### src/rtl/ps2_pkg.sv
// Shared PS/2 definitions: host transmitter states, command/response bytes and
// the frame parity helper used by both the transmitter and the receiver.
package ps2_pkg;

    typedef enum logic [2:0] {
        IDLE      = 3'd0,
        INHIBIT   = 3'd1,
        REQUEST   = 3'd2,
        SEND      = 3'd3,
        WAIT_IDLE = 3'd4,
        DONE      = 3'd5,
        ERR       = 3'd6
    } tx_state_t;

    localparam logic [7:0] CMD_SET_LEDS = 8'hED;
    localparam logic [7:0] CMD_ECHO     = 8'hEE;
    localparam logic [7:0] CMD_RESET    = 8'hFF;
    localparam logic [7:0] RESP_ACK     = 8'hFA;
    localparam int         FRAME_BITS   = 11;

    // PS/2 uses odd parity over the eight data bits.
    function automatic logic odd_parity(input logic [7:0] data);
        return ~^data;
    endfunction

endpackage

### src/rtl/ps2_line_filter.sv
// One PS/2 line: 2-flop synchronizer, consecutive-sample glitch filter and
// falling-edge detect on the filtered level.
module ps2_line_filter #(
    parameter int FILTER_CYCLES = 8
) (
    input  logic clk,
    input  logic rst_n,
    input  logic line_in,
    output logic level,
    output logic fall
);

    localparam int CNT_W = (FILTER_CYCLES > 1) ? $clog2(FILTER_CYCLES + 1) : 1;
    localparam logic [CNT_W-1:0] CNT_LAST = CNT_W'(FILTER_CYCLES - 1);

    logic             sync1_q, sync1_d;
    logic             sync2_q, sync2_d;
    logic             level_q, level_d;
    logic             prev_q,  prev_d;
    logic [CNT_W-1:0] cnt_q,   cnt_d;

    // A new level is accepted only after FILTER_CYCLES consecutive differing samples.
    always_comb begin
        sync1_d = line_in;
        sync2_d = sync1_q;
        prev_d  = level_q;
        level_d = level_q;
        cnt_d   = '0;
        if (sync2_q != level_q) begin
            if (cnt_q == CNT_LAST) begin
                level_d = sync2_q;
                cnt_d   = '0;
            end else begin
                cnt_d = cnt_q + CNT_W'(1);
            end
        end else begin
            cnt_d = '0;
        end
    end

    // Idle PS/2 lines are pulled high, so every stage resets to 1.
    always_ff @(posedge clk or negedge rst_n) begin
        if (!rst_n) begin
            sync1_q <= 1'b1;
            sync2_q <= 1'b1;
            level_q <= 1'b1;
            prev_q  <= 1'b1;
            cnt_q   <= '0;
        end else begin
            sync1_q <= sync1_d;
            sync2_q <= sync2_d;
            level_q <= level_d;
            prev_q  <= prev_d;
            cnt_q   <= cnt_d;
        end
    end

    assign level = level_q;
    assign fall  = prev_q & ~level_q;

endmodule

### src/rtl/ps2_host_tx.sv
// Host-to-device PS/2 transmitter: clock inhibit, request-to-send, bit shifting
// on device clock falls, acknowledge check and timeout.
module ps2_host_tx
    import ps2_pkg::*;
#(
    parameter int INHIBIT_CYCLES = 5000,
    parameter int REQ_CYCLES     = 100,
    parameter int TIMEOUT_CYCLES = 750000,
    parameter int FILTER_CYCLES  = 8
) (
    input  logic       CLK,
    input  logic       RST_N,
    input  logic       PS2_CLK_IN,
    input  logic       PS2_DATA_IN,
    output logic       PS2_CLK_OE,
    output logic       PS2_DATA_OE,
    input  logic [7:0] tx_data,
    input  logic       tx_valid,
    output logic       tx_ready,
    output logic       busy,
    output logic       tx_done,
    output logic       tx_error
);

    localparam int MAX_A   = (INHIBIT_CYCLES > REQ_CYCLES) ? INHIBIT_CYCLES : REQ_CYCLES;
    localparam int MAX_CYC = (MAX_A > TIMEOUT_CYCLES) ? MAX_A : TIMEOUT_CYCLES;
    localparam int CNT_W   = $clog2(MAX_CYC + 1);
    localparam logic [CNT_W-1:0] INH_LAST = CNT_W'(INHIBIT_CYCLES - 1);
    localparam logic [CNT_W-1:0] REQ_LAST = CNT_W'(REQ_CYCLES - 1);
    localparam logic [CNT_W-1:0] TO_LAST  = CNT_W'(TIMEOUT_CYCLES - 1);

    tx_state_t        state_q, state_d;
    logic [CNT_W-1:0] cnt_q, cnt_d;
    logic [3:0]       edge_cnt_q, edge_cnt_d;
    logic [3:0]       edge_next_s;
    logic [7:0]       shift_q, shift_d;
    logic             parity_q, parity_d;
    logic             clk_oe_q, clk_oe_d;
    logic             data_oe_q, data_oe_d;
    logic             done_q, done_d;
    logic             error_q, error_d;

    logic             clk_level_s, clk_fall_s;
    logic             data_level_s, data_fall_unused;

    ps2_line_filter #(.FILTER_CYCLES(FILTER_CYCLES)) u_clk_filter (
        .clk     (CLK),
        .rst_n   (RST_N),
        .line_in (PS2_CLK_IN),
        .level   (clk_level_s),
        .fall    (clk_fall_s)
    );

    ps2_line_filter #(.FILTER_CYCLES(FILTER_CYCLES)) u_data_filter (
        .clk     (CLK),
        .rst_n   (RST_N),
        .line_in (PS2_DATA_IN),
        .level   (data_level_s),
        .fall    (data_fall_unused)
    );

    assign edge_next_s = edge_cnt_q + 4'd1;

    // Next-state and registered-output logic; one shared counter times every phase.
    always_comb begin
        state_d    = state_q;
        cnt_d      = cnt_q;
        edge_cnt_d = edge_cnt_q;
        shift_d    = shift_q;
        parity_d   = parity_q;
        clk_oe_d   = clk_oe_q;
        data_oe_d  = data_oe_q;
        done_d     = 1'b0;
        error_d    = 1'b0;
        case (state_q)
            IDLE: begin
                clk_oe_d  = 1'b0;
                data_oe_d = 1'b0;
                if (tx_valid) begin
                    state_d    = INHIBIT;
                    shift_d    = tx_data;
                    parity_d   = odd_parity(tx_data);
                    edge_cnt_d = 4'd0;
                    cnt_d      = '0;
                    clk_oe_d   = 1'b1;
                end else begin
                    state_d = IDLE;
                end
            end
            INHIBIT: begin
                if (cnt_q == INH_LAST) begin
                    state_d   = REQUEST;
                    cnt_d     = '0;
                    data_oe_d = 1'b1;
                end else begin
                    cnt_d = cnt_q + CNT_W'(1);
                end
            end
            REQUEST: begin
                // The start bit stays driven until the device's first clock fall.
                if (cnt_q == REQ_LAST) begin
                    state_d  = SEND;
                    cnt_d    = '0;
                    clk_oe_d = 1'b0;
                end else begin
                    cnt_d = cnt_q + CNT_W'(1);
                end
            end
            SEND, WAIT_IDLE: begin
                // Timeout takes priority over a clock fall in the same cycle.
                if (cnt_q == TO_LAST) begin
                    state_d   = ERR;
                    clk_oe_d  = 1'b0;
                    data_oe_d = 1'b0;
                    error_d   = 1'b1;
                end else begin
                    cnt_d = cnt_q + CNT_W'(1);
                    if (state_q == WAIT_IDLE) begin
                        if (clk_level_s && data_level_s) begin
                            state_d = DONE;
                            done_d  = 1'b1;
                        end else begin
                            state_d = WAIT_IDLE;
                        end
                    end else if (clk_fall_s) begin
                        edge_cnt_d = edge_next_s;
                        if (edge_next_s <= 4'd8) begin
                            data_oe_d = ~shift_q[0];
                            shift_d   = {1'b0, shift_q[7:1]};
                        end else if (edge_next_s == 4'd9) begin
                            data_oe_d = ~parity_q;
                        end else if (edge_next_s < 4'(FRAME_BITS)) begin
                            data_oe_d = 1'b0;
                        end else begin
                            data_oe_d = 1'b0;
                            if (!data_level_s) begin
                                state_d = WAIT_IDLE;
                            end else begin
                                state_d = ERR;
                                error_d = 1'b1;
                            end
                        end
                    end else begin
                        state_d = SEND;
                    end
                end
            end
            DONE: begin
                state_d = IDLE;
            end
            ERR: begin
                clk_oe_d  = 1'b0;
                data_oe_d = 1'b0;
                state_d   = IDLE;
            end
            default: begin
                state_d   = IDLE;
                clk_oe_d  = 1'b0;
                data_oe_d = 1'b0;
            end
        endcase
    end

    // State and output registers; reset releases both lines immediately.
    always_ff @(posedge CLK or negedge RST_N) begin
        if (!RST_N) begin
            state_q    <= IDLE;
            cnt_q      <= '0;
            edge_cnt_q <= 4'd0;
            shift_q    <= 8'd0;
            parity_q   <= 1'b0;
            clk_oe_q   <= 1'b0;
            data_oe_q  <= 1'b0;
            done_q     <= 1'b0;
            error_q    <= 1'b0;
        end else begin
            state_q    <= state_d;
            cnt_q      <= cnt_d;
            edge_cnt_q <= edge_cnt_d;
            shift_q    <= shift_d;
            parity_q   <= parity_d;
            clk_oe_q   <= clk_oe_d;
            data_oe_q  <= data_oe_d;
            done_q     <= done_d;
            error_q    <= error_d;
        end
    end

    assign PS2_CLK_OE  = clk_oe_q;
    assign PS2_DATA_OE = data_oe_q;
    assign tx_done     = done_q;
    assign tx_error    = error_q;
    assign tx_ready    = (state_q == IDLE);
    assign busy        = (state_q != IDLE);

endmodule

### config.mk
export PLATFORM = sky130hd
export DESIGN_NAME = ps2_host_tx
export DESIGN_NICKNAME = d
export VERILOG_FILES = /design/src/rtl/ps2_pkg.sv /design/src/rtl/ps2_line_filter.sv /design/src/rtl/ps2_host_tx.sv
export SDC_FILE = /design/constraint.sdc
export NUM_CORES = 1
export LEC_CHECK = 0
export BUFFER_PORTS_ARGS = -buffer_cell sky130_fd_sc_hd__buf_2
export CORE_ASPECT_RATIO = 0.5
export CORE_UTILIZATION = 26
export CTS_BUF_LIST = sky130_fd_sc_hd__clkbuf_8
export DETAILED_ROUTE_END_ITERATION = 10
export RECOVER_POWER = 100
export SKIP_CTS_REPAIR_TIMING = 1
export SLEW_MARGIN = 25
export SYNTH_ARGS = -nofsm -noshare
export SYNTH_HDL_FRONTEND = slang
export SYNTH_SLANG_ARGS = --single-unit
### constraint.sdc
create_clock -name CLK -period 2.22 [get_ports CLK]
set_input_delay 0.444 -clock CLK [delete_from_list [all_inputs] [get_ports CLK]]
set_output_delay 0.444 -clock CLK [all_outputs]
set_load 0.01 [all_outputs]
==> impl_metrics.yaml, run 1 <==
global_routing:
  overflow: 0
  grt_pass1_wl_um: 10980
  grt_max_degree: 31
  grt_pass1_vias: 2274
  grt_usage: 0.1136
  antenna_found_initial: 0
route:
  wirelength_um: 6566
  drt-initial-drc-count: 215
  drc_errors: 0
  drtPass1Iterations: 4
  via_count: 2439
  vias_per_cell: 4.663
  drtAntennaViolNets: 0
  avgRoutedWirePerCell_um: 12.55
worst_setup_path:
  cp-start-kind: "register"
  crit_path_max_fanout: 7
  r2r_setup_slack_ns: 0.08
  crit_path_end_kind: "register"
  worst-setup-path-type: "register to register"
  cp_top_family: "simple AND/OR/NAND/NOR gates"
  path_cells: "nor4_4 -> nand4_2 -> o41ai_4 -> buf_4 -> and2b_2 -> a21oi_1"
  required_ns: 2.48
  r2r_start: "cnt_q[11]"
  r2r_end: "cnt_q[19]"
  max_stage_delay_ns: 0.47
  crit_buf_inv: 1
  reg2reg_depth: 6
  worst_ep_arrival_time_ns: 2.40
  cpMaxStageDelayCell: "o41ai_4"
power:
  power_frac_clock: 0.299
  ir_drop_uv: 221.7
  seqPwrFrac: 0.585
  p_int_w: 0.001421
  powerDensity_mw_per_mm2: 543.2
  p_switching_w: 0.0005322
  p_sw_frac: 0.2724
  pwr-share-comb: 0.116
  p_total_w: 0.001953
  cellLeakagePower_nw: 1.557
cells_and_area:
  nets: 382
  syn_to_final_growth_pct: 18.61
  final_cells: 523
  drive_gt1_frac: 0.2253
  fillers: 1165
  num_antenna_cells: 0
place:
  dp_worst_setup_slack_ns: 0.02624
  place_inst: 510
  port_buffers: 18
  post-dp-hpwl_um: 4759
  place.gp.congestion: 0.8698
synth:
  ys_warn_count: 0
  yosysSeqAreaShare: 0.4569
  synth_nets: 337
  syn_area_per_cell_um2: 9.534
  netlist_instances: 318
  ys_seq_elements: 55
  synth_edf_count: 0
  synth_cell_types: 63
  syn_area_mm2: 0.003032
  yosys_most_used_dff: "dfrtp_1"
  async_flop_share: 1.000
worst_hold_path:
  hold_end: "u_data_filter.sync1_q"
  hold_path.class: "input port to register"
  hold_start: "PS2_DATA_IN"
  hold_depth: 1
clocking:
  cts_inserted_buffers: 5
  cts.htree.levels: 2
  clkTransAtPathRegs_ns: 0.10
  clock_sinks: 55
  cts_max_path_buffers: 2
  clk_latency_ns: 0.33
  cts_tree: "built"
  cts-root-buf: "clkbuf_8"
timing:
  timing.final.hold_violations: 0
  tns_ns: 0
  relSlewSlack: -0.08818
  setup_ws_ns: 0.08081
  finalSetupViolations: 0
  drv_slew: 31
  fin_crit_sh: 0.9636
  fmax_mhz: 467.5
  min_period_ns: 2.139
  tightest_slew_ns: 1.632
  fin_skew_ns: 0.01469
  hold-worst-slack_ns: 0.2076
floorplanning:
  core-area_mm2: 0.01118
  fp.dieH_um: 78.36
  io_pins: 19
  die_w_um: 154.7
  rows: 27
  dieArea_mm2: 0.01212
  start_util: 0.2711
job:
  max_cap_viol_count: 1
status:
  status: "finished with violations"
  violations: "capacitance limit, slew limit"
synthesized netlist by cell type, types with 2 or more instances:
master     n  area, um^2
nand2_1   54       202.7
dfrtp_1   48        1201
nor2_1    32       120.1
o21ai_0   19       95.09
xnor2_1   18       157.7
nand3_1   13       65.06
nor3_1    12       60.06
mux2_2     9       101.4
a21oi_1    8       40.04
inv_1      8       30.03
dfstp_2    7       183.9
ha_1       6       75.07
nand2b_1   6       37.54
and3_1     5       31.28
nor2b_1    5       31.28
mux2i_1    4       40.04
nand4_1    3       18.77
nor3b_1    3       22.52
nor4_1     3       18.77
o31ai_1    3       22.52
xor2_1     3       26.28
a31o_2     2       17.52
and4_1     2       17.52
buf_6      2       22.52
clkbuf_1   2       7.510
nand4_2    2       25.02
o311ai_0   2       17.52
or3_1      2       12.51
layout make-up:
type / count / area, um^2 / area share
Clock buffer: 5 / 68.82 / 0.01914
Tap cell: 159 / 198.9 / 0.05532
Clock inverter: 3 / 22.52 / 0.006263
Multi-Input combinational cell: 249 / 1620 / 0.4506
Inverter: 8 / 30.03 / 0.008351
Timing Repair Buffer: 44 / 270.3 / 0.07516
Sequential cell: 55 / 1385 / 0.3852
power by group through the flow:
stage	Sequential (W)	Clock (W)	Combinational, W
3_5_place_dp	0.00117	0	0.000229
2_1_floorplan	0.00116	0	0.000152
5_1_grt	0.00116	0.000652	0.000265
3_3_place_gp	0.00117	0	0.000227
6_report	0.00114	0.000585	0.000227
4_1_cts	0.00115	0.000613	0.000232
state kept, by name, summed over array words and instances (netlist names):
signal                 cells
parity_q                   1
u_data_filter.sync1_q      1
u_clk_filter.cnt_q         4
u_clk_filter.sync1_q       1
u_clk_filter.level         1
tx_error                   1
u_clk_filter.prev_q        1
tx_done                    1
u_data_filter.level        1
u_clk_filter.sync2_q       1
edge_cnt_q                 4
PS2_CLK_OE                 1
shift_q                    8
PS2_DATA_OE                1
u_data_filter.sync2_q      1
u_data_filter.cnt_q        4
state_q                    3
cnt_q                     20
kinds of logic (layout without fill, tap and decap cells):
logic type / after synthesis / count (layout) / synth area share
buffers and inverters: 16 / 60 / 0.02682
AOI/OAI and AO/OA: 48 / 48 / 0.1119
adders and majority gates: 6 / 6 / 0.02476
DFF: 55 / 55 / 0.4569
and+or+nand+nor: 158 / 160 / 0.2679
xor gates and xnor gates: 21 / 21 / 0.06067
muxes: 14 / 14 / 0.05118
metal layers:
layer  global-route usage  routed length (um)  vias to the layer above
li1                     -                   -                     1209
met1               0.1529                3263                     1182
met2               0.1824                3041                       43
met3              0.02209                 182                        5
met4              0.03960                  78                        0
met5                    0                   0                        -
placed cells by master (no fill, tap or decap), types with 2 or more instances in the layout:
master,synthesis,layout
nand2b_1,6,6
nand2_1,54,54
nand4_2,2,2
xor2_1,3,3
xnor2_1,18,18
dfstp_1,0,2
clkbuf_1,2,6
dfrtp_1,48,48
nor2_1,32,32
and4_1,2,2
nand3_1,13,13
a31o_2,2,2
mux2_2,9,9
buf_4,1,23
nor2b_1,5,5
nor3b_4,1,2
mux2i_1,4,4
nor4_1,3,3
ha_1,6,5
dfstp_2,7,5
buf_2,1,13
and3_1,5,5
clkbuf_2,1,2
or3_1,2,2
inv_1,8,8
o311ai_0,2,2
nor3b_1,3,3
a21oi_1,8,8
nor3_1,12,12
o31ai_1,3,3
o21ai_0,19,19
clkbuf_8,0,5
and2_1,1,2
nand4_1,3,3
metrics by stage:
stage               utilization  cell area (um^2)
floorplan                     -              3032
global placement         0.3078              3442
detailed placement       0.3078              3442
CTS                      0.3160              3533
global route             0.3216              3596
finish                   0.3216              3596
how the worst max path moves through the flow:
| stage | start | to | slack [ns] | cells after the start |
|---|---|---|---|---|
| after floorplan | cnt_q[0] | cnt_q[16] | 0.16 | 7 |
| after global placement | cnt_q[0] | cnt_q[16] | 0.09 | 7 |
| after detailed placement | cnt_q[0] | cnt_q[16] | 0.03 | 7 |
| after CTS | cnt_q[0] | cnt_q[16] | 0.03 | 7 |
| after global routing | cnt_q[11] | cnt_q[2] | -0.03 | 6 |
| final | cnt_q[11] | cnt_q[19] | 0.08 | 6 |
(Power assumes the default switching activity.)
==> run 2, diff against run 1 <==
--- a/config.mk
+++ b/config.mk
@@ -5,11 +5,11 @@
 export SDC_FILE = /design/constraint.sdc
 export NUM_CORES = 1
 export LEC_CHECK = 0
-export BUFFER_PORTS_ARGS = -buffer_cell sky130_fd_sc_hd__buf_2
 export CORE_ASPECT_RATIO = 0.5
 export CORE_UTILIZATION = 26
 export CTS_BUF_LIST = sky130_fd_sc_hd__clkbuf_8
 export DETAILED_ROUTE_END_ITERATION = 10
+export DONT_BUFFER_PORTS = 1
 export RECOVER_POWER = 100
 export SKIP_CTS_REPAIR_TIMING = 1
 export SLEW_MARGIN = 25
==> run 2 against run 1 <==
The run now ends clean. Sequential power barely moved. Clock power rose by 6.2%. Design area fell by 1.3%. Global-route usage fell by 0.47 points. Wire length fell by 1.6%. Clock skew fell by 0.0077 ns. Setup slack improved by 0.028 ns. Critical endpoint is now PS2_DATA_OE. Largest power group unchanged.
==> impl_metrics.yaml, run 2 (same netlist as run 1, synthesis figures left out) <==
clocking:
  clk_latency_ns: 0.32
  cts_max_path_buffers: 2
  cts.htree.levels: 2
  clkTransAtPathRegs_ns: 0.11
  clock_sinks: 55
  cts_tree: "built"
  cts-root-buf: "clkbuf_8"
  cts_inserted_buffers: 5
floorplanning:
  io_pins: 19
  start_util: 0.2711
  core-area_mm2: 0.01118
  fp.dieH_um: 78.36
  rows: 27
  die_w_um: 154.7
  dieArea_mm2: 0.01212
worst_setup_path:
  max_stage_delay_ns: 0.44
  cp-start-kind: "register"
  crit_path_end_kind: "register"
  cp_top_family: "simple AND/OR/NAND/NOR gates"
  worst-setup-path-type: "register to register"
  cp_num_cells: 9
  path_cells: "ha_4 -> nor3b_2 -> and4_1 -> a311o_1 -> buf_4 -> buf_4 -> o41ai_1 -> nor2_1 -> mux2_2"
  required_ns: 2.44
  cpMaxStageDelayCell: "dfrtp_1"
  crit_buf_inv: 2
  worst_ep_arrival_time_ns: 2.33
  crit_top_cell: "buf_4"
  reg2reg_depth: 9
  crit_path_max_fanout: 5
cells_and_area:
  mostFrequentLayoutCells: "nand2_1 (54), dfrtp_1 (47), nor2_1 (32)"
  num_antenna_cells: 0
  largest_reg_flops: 20
  top_register: "cnt_q"
  nets: 365
  top_regs: "cnt_q x20, shift_q x8"
  final_cell_area_mm2: 0.003550
  drive_gt1_frac: 0.2133
  layout_commonest_cell: "nand2_1"
  fillers: 1135
  syn_to_final_growth_pct: 17.09
  final_util: 0.3174
power:
  pwr-share-comb: 0.107
  p_sw_frac: 0.2772
  power_frac_clock: 0.314
  cellLeakagePower_nw: 1.523
  powerDensity_mw_per_mm2: 556.8
  p_int_w: 0.001428
  ir_drop_uv: 197.8
  seqPwrFrac: 0.579
  p_switching_w: 0.0005479
route:
  drt-initial-drc-count: 169
  via_count: 2378
  avgRoutedWirePerCell_um: 12.77
  drtPass1Iterations: 5
  vias_per_cell: 4.700
  drtAntennaViolNets: 0
  drc_errors: 0
  wirelength_um: 6464
job:
  max_cap_viol_count: 0
timing:
  fin_crit_sh: 0.9509
  fin_skew_ns: 0.007000
  timing.final.hold_violations: 0
  relSlewSlack: 0.07755
  fmax_mhz: 473.7
  tns_ns: 0
  grt_setup_unrepaired: "yes"
  tightest_slew_ns: 1.384
  finalSetupViolations: 0
  drv_slew: 0
  min_period_ns: 2.111
place:
  post-dp-hpwl_um: 4440
  dpl_cell_area_mm2: 0.003352
  port_buffers: 0
  place.gp.congestion: 0.8533
global_routing:
  grt_usage: 0.1089
  grt_max_degree: 56
  antenna_found_initial: 0
  overflow: 0
  grt_pass1_wl_um: 10610
  grt_pass1_vias: 2210
worst_hold_path:
  hold_depth: 0
  hold_path.class: "input port to register"
status:
  status: "finished clean"
==> run 2: power by group through the flow <==
stage               clock network, W  registers, W  logic [W]
global placement                   0       0.00117   0.000189
detailed placement                 0       0.00117   0.000189
floorplan                          0       0.00116   0.000152
CTS                         0.000633       0.00115   0.000191
global route                0.000680       0.00116   0.000246
finish                      0.000621       0.00114   0.000211
==> run 2: per-layer routing <==
metal / wire length (um) / GRT usage / part of all wire
met1: 3174 / 0.1465 / 0.49
met2: 3014 / 0.1783 / 0.47
met3: 189 / 0.01822 / 0.029
met4: 85 / 0.03564 / 0.013
met5: 0 / 0 / 0
==> run 2: path summary, 6_finish.rpt <==
path / start / end / slack, ns
max in group asynchronous: RST_N / cnt_q[18] / 0.32
min reg2reg: u_clk_filter.sync1_q / u_clk_filter.sync2_q / 0.37
max: cnt_q[1] / PS2_DATA_OE / 0.11
max reg2reg: cnt_q[1] / PS2_DATA_OE / 0.11
min: PS2_CLK_IN / u_clk_filter.sync1_q / 0.10
min in group asynchronous: RST_N / cnt_q[13] / 1.00
==> run 2: area by class of cell <==
type                            instances  area [um^2]  share of cell area
Multi-Input combinational cell        248         1625              0.4579
Sequential cell                        55         1386              0.3906
Timing Repair Buffer                   28        206.4             0.05816
Tap cell                              159        198.9             0.05605
Clock buffer                            5        68.82             0.01939
Clock inverter                          3        33.78            0.009517
Inverter                                8        30.03            0.008460
==> run 2: per-stage QoR <==
| step | hold slack [ns] | instances | setup slack [ns] | total power (W) |
|---|---|---|---|---|
| 2_1_floorplan | 0.1484 | 318 | 0.1617 | 0.001307 |
| 3_3_place_gp | 0.1504 | 492 | 0.08755 | 0.001357 |
| 3_5_place_dp | 0.1507 | 492 | 0.05603 | 0.001358 |
| 4_1_cts | -0.2035 | 500 | 0.04901 | 0.001974 |
| 5_1_grt | 0.07900 | 506 | 0.002877 | 0.002083 |
| 6_report | 0.1023 | 506 | 0.1091 | 0.001976 |
